File: config.mk
export PLATFORM = sky130hd
export DESIGN_NAME = instr_fetch
export DESIGN_NICKNAME = d
export VERILOG_FILES = /design/src/rtl/instr_fetch.sv
export SDC_FILE = /design/constraint.sdc
export NUM_CORES = 1
export LEC_CHECK = 0
export ABC_CLOCK_PERIOD_IN_PS = 3500
export CORE_ASPECT_RATIO = 0.9
export CORE_MARGIN = 5
export CORE_UTILIZATION = 45
export CTS_CLUSTER_SIZE = 14
export DETAILED_ROUTE_END_ITERATION = 7
export PLACE_DENSITY = 0.73
export SLEW_MARGIN = 20
export SYNTH_ARGS = -nofsm -noshare
export SYNTH_HDL_FRONTEND = slang
export SYNTH_SLANG_ARGS = --single-unit
File: constraint.sdc
create_clock -name clk -period 3.5 [get_ports clk]
set_clock_uncertainty 0.05 [all_clocks]
set_input_delay 0.35 -clock clk [delete_from_list [all_inputs] [get_ports clk]]
set_output_delay 0.35 -clock clk [all_outputs]
set_load 0.05 [all_outputs]
File: src/rtl/instr_fetch.sv
// Instruction fetch stage: walks IRAM from the PC, assembles 1- or 2-word
// instructions and presents them to the control unit over valid/ready.
module instr_fetch #(
  parameter int ADDR_W = 16,
  parameter int DATA_W = 16,
  parameter logic [ADDR_W-1:0] RESET_PC = '0
) (
  input  logic              clk,
  input  logic              rst_n,
  input  logic              start,
  output logic [ADDR_W-1:0] iram_addr,
  input  logic [DATA_W-1:0] iram_data,
  output logic              instr_valid,
  input  logic              instr_ready,
  output logic [DATA_W-1:0] instr_opcode,
  output logic [DATA_W-1:0] instr_operand,
  output logic              instr_has_opr,
  output logic [ADDR_W-1:0] instr_pc,
  input  logic              br_done,
  input  logic              br_taken,
  output logic              halted
);

  localparam logic [DATA_W-1:0] OP_LDAC  = DATA_W'(5);
  localparam logic [DATA_W-1:0] OP_STAC  = DATA_W'(7);
  localparam logic [DATA_W-1:0] OP_LDA   = DATA_W'(9);
  localparam logic [DATA_W-1:0] OP_LDB   = DATA_W'(14);
  localparam logic [DATA_W-1:0] OP_LDC   = DATA_W'(19);
  localparam logic [DATA_W-1:0] OP_STC   = DATA_W'(24);
  localparam logic [DATA_W-1:0] OP_JUMP  = DATA_W'(46);
  localparam logic [DATA_W-1:0] OP_JPNZ  = DATA_W'(48);
  localparam logic [DATA_W-1:0] OP_ENDOP = DATA_W'(51);
  localparam logic [DATA_W-1:0] OP_JPPZ  = DATA_W'(62);

  typedef enum logic [2:0] {
    S_IDLE, S_OP_A, S_OP_D, S_OPR_A, S_OPR_D, S_PRES, S_BRW, S_HALT
  } state_t;

  state_t            state_q, state_d;
  logic [ADDR_W-1:0] pc_q, pc_d;
  logic [ADDR_W-1:0] iram_addr_q, iram_addr_d;
  logic [DATA_W-1:0] opcode_q, opcode_d;
  logic [DATA_W-1:0] operand_q, operand_d;
  logic              has_opr_q, has_opr_d;
  logic [ADDR_W-1:0] instr_pc_q, instr_pc_d;

  function automatic logic has_operand(input logic [DATA_W-1:0] op);
    case (op)
      OP_LDAC, OP_STAC, OP_LDA, OP_LDB, OP_LDC, OP_STC,
      OP_JUMP, OP_JPNZ, OP_JPPZ: has_operand = 1'b1;
      default:                   has_operand = 1'b0;
    endcase
  endfunction

  always_comb begin
    state_d     = state_q;
    pc_d        = pc_q;
    iram_addr_d = iram_addr_q;
    opcode_d    = opcode_q;
    operand_d   = operand_q;
    has_opr_d   = has_opr_q;
    instr_pc_d  = instr_pc_q;

    case (state_q)
      S_IDLE: begin
        if (start) state_d = S_OP_A;
      end
      S_OP_A:  state_d = S_OP_D;
      S_OP_D: begin
        opcode_d   = iram_data;
        instr_pc_d = pc_q;
        pc_d       = pc_q + ADDR_W'(1);
        if (has_operand(iram_data)) begin
          has_opr_d = 1'b1;
          state_d   = S_OPR_A;
        end else begin
          has_opr_d = 1'b0;
          operand_d = '0;
          state_d   = S_PRES;
        end
      end
      S_OPR_A: state_d = S_OPR_D;
      S_OPR_D: begin
        operand_d = iram_data;
        pc_d      = pc_q + ADDR_W'(1);
        state_d   = S_PRES;
      end
      S_PRES: begin
        if (instr_ready) begin
          case (opcode_q)
            OP_ENDOP: state_d = S_HALT;
            OP_JUMP: begin
              pc_d    = ADDR_W'(operand_q);
              state_d = S_OP_A;
            end
            OP_JPNZ, OP_JPPZ: state_d = S_BRW;
            default:          state_d = S_OP_A;
          endcase
        end
      end
      S_BRW: begin
        if (br_done) begin
          if (br_taken) pc_d = ADDR_W'(operand_q);
          state_d = S_OP_A;
        end
      end
      S_HALT: state_d = S_HALT;
    endcase

    // The address register is loaded on entry to an address phase so the
    // registered IRAM read has the word ready during the following data phase.
    if (state_d == S_OP_A || state_d == S_OPR_A) iram_addr_d = pc_d;
  end

  always_ff @(posedge clk) begin
    if (!rst_n) begin
      state_q     <= S_IDLE;
      pc_q        <= RESET_PC;
      iram_addr_q <= RESET_PC;
      opcode_q    <= '0;
      operand_q   <= '0;
      has_opr_q   <= 1'b0;
      instr_pc_q  <= '0;
    end else begin
      state_q     <= state_d;
      pc_q        <= pc_d;
      iram_addr_q <= iram_addr_d;
      opcode_q    <= opcode_d;
      operand_q   <= operand_d;
      has_opr_q   <= has_opr_d;
      instr_pc_q  <= instr_pc_d;
    end
  end

  assign iram_addr     = iram_addr_q;
  assign instr_valid   = (state_q == S_PRES);
  assign instr_opcode  = opcode_q;
  assign instr_operand = operand_q;
  assign instr_has_opr = has_opr_q;
  assign instr_pc      = instr_pc_q;
  assign halted        = (state_q == S_HALT);

endmodule

## Yosys cells after proc, flatten, opt, wreduce, memory -nomap -nowiden

Cells that the tools add are included.
W data, S select, Z words.

| word-level totals | value |
|---|---|
| flip-flop bits (word level) | 84 |
| bits in latches | 0 |
| memory bits (writable) | 0 |
| memory bits (read-only) | 0 |
| output and inout port bits | 67 |
| word-level logic and storage cells | 54 |
| memories kept | 0 |

| cells by class | value |
|---|---|
| add/sub/neg operators | 1 |
| multipliers | 0 |
| divide/modulo/power cells | 0 |
| order comparisons | 0 |
| equal/unequal tests | 23 |
| shift operators | 0 |
| muxes and demuxes | 16 |
| bitwise logic cells | 0 |
| reduce and logical (&&, ||, !) cells | 7 |

Operators with widths:

| operator | count |
|---|---|
| $eq A16 B6 Y1 const B | 7 |
| $mux W16 | 5 |
| $pmux W16 S3 | 1 |
| $eq A16 B3 Y1 const B | 2 |
| $eq A16 B4 Y1 const B | 2 |
| $eq A16 B5 Y1 const B | 2 |
| $pmux W16 S2 | 1 |
| $pmux W3 S8 | 1 |
| $add A16 B1 Y16 const B | 1 |
| $eq A3 B3 Y1 const B | 4 |
| $mux W3 | 4 |
| $eq A3 B2 Y1 const B | 3 |
| $reduce_or A9 Y1 | 1 |
| $eq A3 B1 Y1 const B | 2 |
| $pmux W3 S2 | 1 |
| $reduce_or A2 Y1 | 2 |
| $logic_not A3 Y1 | 1 |
| $mux W1 | 3 |
| $ne A2 B2 Y1 const B | 1 |
| $reduce_and A2 Y1 | 1 |
| $reduce_bool A2 Y1 | 1 |
| $logic_or A1 B1 Y1 | 1 |

## Depth between registers and ports, before layout

Gate-level depths: netlist of run 1.

| logic depth | value |
|---|---|
| depth in word-level cells | 8 |
| gate-level depth with buffers | 8 |
| mapped depth without buffers | 7 |

## Worst setup path after synthesis of run 1

OpenSTA, ideal clock, no wires.

| timing | value |
|---|---|
| path kind | flip-flop to flip-flop |
| start | register opcode_q[5], in the netlist instr_opcode[5] |
| end | register iram_addr_q[0], in the netlist iram_addr[0] |
| library setup time | 0.121 ns |
| arrival | 2.271 ns |
| setup slack | 1.059 ns |
| stages on the path, launching flop included | 7 |
| buffers on the path | 0 |
| period minus slack after synthesis | 2.441 ns |
| cell sequence | dfxtp_1 nor3b_1 nand4_1 o31ai_1 nor2_1 nand2_4 mux2_2 |

| on the way | value |
|---|---|
| longest elaborated chain between the ends | 7 |

RTL lines:

| item | RTL line | source |
|---|---|---|
| start: declaration | 42 | `logic [DATA_W-1:0] opcode_q, opcode_d;` |
| start signal: assignment | 128 | `opcode_q <= opcode_d;` |
| $eq A16 B6 Y1 | 90 | `case (opcode_q)` |
| $reduce_or A2 Y1 | 90 |  |
| $pmux W3 S2 | 90 |  |
| $mux W3 | 89 | `if (instr_ready) begin` |
| $pmux W3 S8 | 64 | `case (state_q)` |
| $eq A3 B1 Y1 / $eq A3 B2 Y1 (equally long branches) | 112 | `if (state_d == S_OP_A \|\| state_d == S_OPR_A) iram_addr_d = pc_d;` |
| $logic_or A1 B1 Y1 | 112 |  |
| end signal: assignment | 127 | `iram_addr_q <= iram_addr_d;` |
| end: declaration | 41 | `logic [ADDR_W-1:0] iram_addr_q, iram_addr_d;` |

Parallel ways exist; a longest one is shown, timed or not.
A chain may end at the register's enable or synchronous reset.

## Final worst setup path of run 1

| timing | value |
|---|---|
| start | register state_q[1] |
| end | output port instr_valid |

| on the way | value |
|---|---|
| longest elaborated chain between the ends | 1 |

RTL lines:

| item | RTL line | source |
|---|---|---|
| start: declaration | 39 | `state_t state_q, state_d;` |
| start signal: assignment | 125 | `state_q <= state_d;` |
| $eq A3 B3 Y1 | 136 | `assign instr_valid = (state_q == S_PRES);` |
| end: declaration | 13 | `output logic instr_valid,` |

No other way between the ends.

==> metrics.csv, run 1 <==
metric,value,unit
synth_cells,464,
synth_ff_type,dfxtp_1,
path_cells,"nand2b_1, buf_4, nor2_1, clkdlybuf4s50_1",
cts_hold_buffers,0,
global_route.overflow_total,0,
syn_avg_cell_area,8.260,um^2
critPathMaxFanout,17,
synth_edf_count,0,
tightest_slew,0.6845,ns
min_to,instr_pc[13]$_SDFFE_PN0P_,
crit_type,flop to primary output,
dp_hpwl,8.247,mm
yosysMostFrequentCell,dfxtp_1,
drt_iter0_markers,291,
initial_core_util,45.36,%
rsz0062_at_grt,no,
hold_violations,0,
syn_area,3832,um^2
netlist.top_cell.by_area,dfxtp_1,
fp.dieW,107.3,um
grt_pass1_wl,18.12,mm
switching_share,24.75,%
r2r-start,instr_opcode[8]$_SDFFE_PN0P_,
grt_pass1_vias,3582,
cts_inserted_buffers,9,
routed_wl,11.25,mm
netlist_top_cells_area,"dfxtp_1, nand2_1, a21oi_1",
fmax,365.4,MHz
p_clk_share,37.8,%
reg2reg_to,iram_addr[5]$_SDFFE_PN0P_,
post-cts-setup-buffer-count,0,
slowest_stage,clkdlybuf4s50_1,
drc_errors,0,
antenna_found_initial,0,
cp-start-kind,flop,
reg2reg_setup_slack,0.84,ns
clk_pin_slew,0.08,ns
hp-class,flop to flop,
finalMaxSlewViolations,0,
critPathMaxStageDelay,0.71,ns
num_rows,32,
p_sw,461.1,uW
vdd_ir_drop_max,0.2638,mV
critPathCaptureType,primary output,
wire_per_inst,16.82,um
grt_start_max_net_pins,57,
hold_start,instr_pc[13]$_SDFFE_PN0P_,
ys_seq_area_share,43.88,%
power_density,369.7,nW/um^2
syn2layout_area_growth,31.44,%
fin_crit,2.737,ns
die_area,10460,um^2
die_h,97.55,um
fillerInstances,742,
drtAntennaViolNets,0,
grtUsageTotal,21.46,%
cts-root-buf,clkbuf_8,
firstDrtPassIters,6,
synth_cell_types,55,
io_buffers,88,
cts_resized,0,
vias_per_cell,5.712,
p_comb_share,9.7,%
fin_tns_setup,0,ns
setup_viol,0,
clock_latency,0.35,ns
cts_max_path_buffers,2,
synth.top_cells.by_count,"dfxtp_1, nand2_1, a21oi_1",
p_int,1401,uW
reg2regPathDepth,6,
cts_tree,built,
outcome,"complete, no violations",
timing.max_slew.rel_slack,53.97,%
drive_above_1_share,8.364,%
drv_cap,0,
synthArstFlopShare,0,%
htree_levels,3,
clock-sinks,84,
ys_warn_count,0,
num_vias,3821,
period_share,78.20,%
syn_nets,487,
io_pins,89,
core,8448,um^2
leakage,0.001618,uW
ys_seq_elements,84,
pwr-share-seq,52.5,%
cp.required,3.10,ns
whs_path_depth,2,
finalPower,1862,uW
cp.arrival,2.34,ns
yosys.area.top_type_share,43.88,%
nets,568,
n_antenna_cell,0,
gp_congestion,0.8623,
[power by group through the flow]
stage	combinational (uW)	sequential, uW	clock (uW)
after floorplan	77.5	1030	0
after global placement	176	999	0
after detailed placement	180	1000	0
after CTS	180	977	714
after global routing	191	979	751
final	181	977	704
[critical path, delay by kind of cell, from the launching register on]
kind / cells / cell delay [ns]
and+or+nand+nor: 2 / 0.33
buffers and inverters: 2 / 0.96
DFF: 1 / 0.69
[stage by stage]
step	hold WS (ns)	cell area, um^2	utilization (%)	worst slack, ns	cells
global placement	0.3938	4833	57.21	0.6784	653
CTS	0.4090	5037	59.63	0.7577	669
detailed placement	0.3975	4833	57.21	0.5183	653
finish	0.4037	5037	59.63	0.7629	669
floorplan	0.4033	3832	-	1.059	464
global route	0.4365	5037	59.63	0.6496	669
[layer usage]
metal / routed length (um) / vias up / global-route usage (%)
met5: 0 / - / 0
li1: - / 1822 / -
met1: 4939 / 1828 / 28.51
met3: 847 / 15 / 5.382
met2: 5284 / 156 / 34.44
met4: 183 / 0 / 5.998
[kinds of logic (layout without fill, tap and decap cells)]
logic type | after synthesis | count (layout) | synth area share, %
AOI/OAI and AO/OA | 122 | 122 | 21.22
and+or+nand+nor | 195 | 195 | 24.81
xor gates and xnor gates | 9 | 9 | 2.057
adders and majority gates | 1 | 1 | 0.3264
DFF | 84 | 84 | 43.88
buffers and inverters | 42 | 128 | 4.506
muxes | 11 | 11 | 3.200
[final cells by class]
type                    instances  area (um^2)  share of cell area (%)
repair buffers                101        978.4                   19.42
well taps                     119        148.9                   2.956
multi-input cells             338         1983                   39.37
flip-flops and latches         84         1682                   33.38
inverters                      11        41.29                  0.8197
clock inverters                 3        45.04                  0.8942
clock buffers                  13        158.9                   3.154
[worst max path at each step]
stage | from | end | slack [ns] | depth (start not counted)
2_1_floorplan | instr_opcode[5]$_SDFFE_PN0P_ | iram_addr[0]$_SDFFE_PN0P_ | 1.06 | 6
3_3_place_gp | iram_data[3] | iram_addr[3]$_SDFFE_PN0P_ | 0.68 | 7
3_5_place_dp | iram_data[6] | iram_addr[12]$_SDFFE_PN0P_ | 0.52 | 7
4_1_cts | state_q[1]$_SDFF_PN0_ | instr_valid | 0.76 | 4
5_1_grt | instr_opcode[8]$_SDFFE_PN0P_ | iram_addr[5]$_SDFFE_PN0P_ | 0.65 | 6
6_report | state_q[1]$_SDFF_PN0_ | instr_valid | 0.76 | 4
[layout by cell type (no fill, tap or decap), types with 3 or more instances in the layout]
cell type,count
nand2_1,78
nor2_1,36
nand2b_1,3
o21ai_0,7
nand3_1,25
or4_1,3
clkdlybuf4s50_1,88
nor3b_1,6
a221oi_1,12
xor2_1,4
dfxtp_1,84
nor4_1,5
xnor2_1,5
mux2_2,10
nand4_1,7
a21o_1,3
and2_1,11
inv_1,10
a211oi_1,3
a22oi_1,17
clkbuf_8,11
or3_1,4
nor3_1,5
buf_4,13
a21oi_1,58
[flip-flops by register name, summed over array words and instances, names as in the netlist]
name           count
pc_q              16
instr_has_opr      1
instr_opcode      16
instr_operand     16
instr_pc          16
state_q            3
iram_addr         16
No activity file was read; power rests on OpenSTA's default activity.
==> run 2: changes to the inputs <==
- ABC_CLOCK_PERIOD_IN_PS: 3500 -> 2300
- PLACE_DENSITY: 0.73 -> 0.76
- clock period: 3.5 -> 2.3 ns (I/O delays scaled with it)
==> run 2 against run 1 <==
Net effect:
- final area rose by 7.4%
- global-route usage increased by 0.62 points
- combinational power grew 78%
- total power up 54%
- cell count increased by 5.5%
- non-clock buffer count is 39 higher
- core utilization grew 4.4 points
- register-to-register slack got worse by 0.67 ns
- wire length grew 2.6%
- worst hold slack better by 0.0011 ns
- largest cell class unchanged
- flip-flop and latch count stayed put
- worst setup slack got worse by 0.69 ns
==> metrics.csv, run 2 (synthesis gave the netlist of run 1 again) <==
metric,value,unit
outcome,"complete, no violations",
drc_errors,0,
leakage,0.001851,uW
multiInputGateArea,2023,um^2
grtUsageTotal,22.08,%
grt_pass1_vias,3703,
vdd_ir_drop_max,0.2738,mV
fmax,449.6,MHz
gp_congestion,0.9223,
fillerInstances,729,
tightest_slew,0.7095,ns
syn2layout_area_growth,41.20,%
clk_pin_slew,0.08,ns
switching_share,24.74,%
global_route.overflow_total,0,
routed_wl,11.54,mm
critPathMaxFanout,10,
reg2reg_setup_slack,0.17,ns
p_sw,709.1,uW
htree_levels,3,
nets,607,
p_int,2157,uW
drive_above_1_share,16.52,%
cts_inserted_buffers,9,
final_cell_mix,"clkdlybuf4s50_1, dfxtp_1, nand2_1",
hp-class,flop to flop,
critPathCaptureType,flop,
core,8448,um^2
io_buffers,88,
finalMaxSlewViolations,0,
wire_per_inst,16.35,um
cts_hold_buffers,0,
die_h,97.55,um
n_antenna_cell,0,
rsz0062_at_grt,no,
vias_per_cell,5.589,
cp-startpoint,iram_data[3],
num_rows,32,
r2r-start,instr_opcode[10]$_SDFFE_PN0P_,
hold_start,instr_pc[0]$_SDFFE_PN0P_,
die_area,10460,um^2
drv_cap,0,
num_vias,3946,
fp.dieW,107.3,um
min_to,instr_pc[0]$_SDFFE_PN0P_,
p_comb_share,11.3,%
finish.utilization,64.06,%
clock-sinks,84,
cts_tree,built,
reg2reg_to,iram_addr[6]$_SDFFE_PN0P_,
hold_violations,0,
setup_viol,0,
pwr-share-seq,52.0,%
drtAntennaViolNets,0,
cts-root-buf,clkbuf_8,
initial_core_util,45.36,%
cp.arrival,2.42,ns
register_area,1688,um^2
power_density,529.6,nW/um^2
antenna_found_initial,0,
crit_type,input port to flop,
io_pins,89,
period_share,96.69,%
timing.max_slew.rel_slack,52.65,%
layout_commonest_cell,clkdlybuf4s50_1,
layout_setup_ws,0.07603,ns
grt_start_max_net_pins,32,
firstDrtPassIters,6,
drt_iter0_markers,225,
clock_latency,0.35,ns
dp_slack,-0.3117,ns
grt_pass1_wl,18.65,mm
fin_crit,2.224,ns
cp.required,2.49,ns
p_clk_share,36.8,%
whs_path_depth,2,
reg2regPathDepth,7,
cts_max_path_buffers,2,
dp_hpwl,8.554,mm
cp-start-kind,input port,
-- run 2: critical path: stages --
cell             delay [ns]
clkdlybuf4s50_1        0.48
nor4b_1                0.18
o311a_1                0.39
o31ai_2                0.44
nand3_2                0.16
nand2_4                0.18
mux2_2                 0.35
-- run 2: layer usage --
| layer | share of wire [%] | global-route usage, % | up-vias |
|---|---|---|---|
| met5 | 0 | 0 | - |
| met4 | 1.4 | 7.178 | 0 |
| met3 | 5.8 | 4.651 | 22 |
| met2 | 47 | 34.44 | 147 |
| met1 | 46 | 30.32 | 1877 |
| li1 | - | - | 1900 |
-- run 2: what timing repair did --
action                                  4_1_cts  5_1_grt
buffers inserted                              0        0
gates resized for setup                       0        6
endpoints found under the setup margin        0       17
-- run 2: area by class of cell --
type / instances / area share [%]
multi-input combinational: 338 / 37.39
sequential: 84 / 31.19
timing repair buffer: 140 / 24.39
clock buffer: 12 / 2.867
tap: 119 / 2.751
inverter: 11 / 0.7630
clock inverter: 2 / 0.6474
-- run 2: worst max path at each step --
stage               depth (start not counted)                         end  slack [ns]
global placement                            8  iram_addr[15]$_SDFFE_PN0P_       -0.23
finish                                      7   iram_addr[3]$_SDFFE_PN0P_        0.08
CTS                                         4                      halted        0.02
global route                                7   iram_addr[5]$_SDFFE_PN0P_        0.01
floorplan                                   6   iram_addr[0]$_SDFFE_PN0P_        0.03
detailed placement                          8  iram_addr[11]$_SDFFE_PN0P_       -0.31
-- run 2: through the flow --
step	power (uW)	hold WS (ns)	cells	setup TNS (ns)	area [um^2]
2_1_floorplan	1682	0.3085	464	0	3854
3_3_place_gp	1833	0.3975	692	-4.959	5192
3_5_place_dp	1839	0.3977	692	-6.874	5192
4_1_cts	2862	0.4088	706	0	5383
5_1_grt	2956	0.4340	706	0	5411
6_report	2866	0.4048	706	0	5411
-- run 2: power groups by stage --
stage	sequential [uW]	combinational [uW]	clock (uW)
floorplan	1560	119	0
global placement	1520	311	0
detailed placement	1520	316	0
CTS	1490	318	1060
global route	1490	343	1120
finish	1490	323	1050
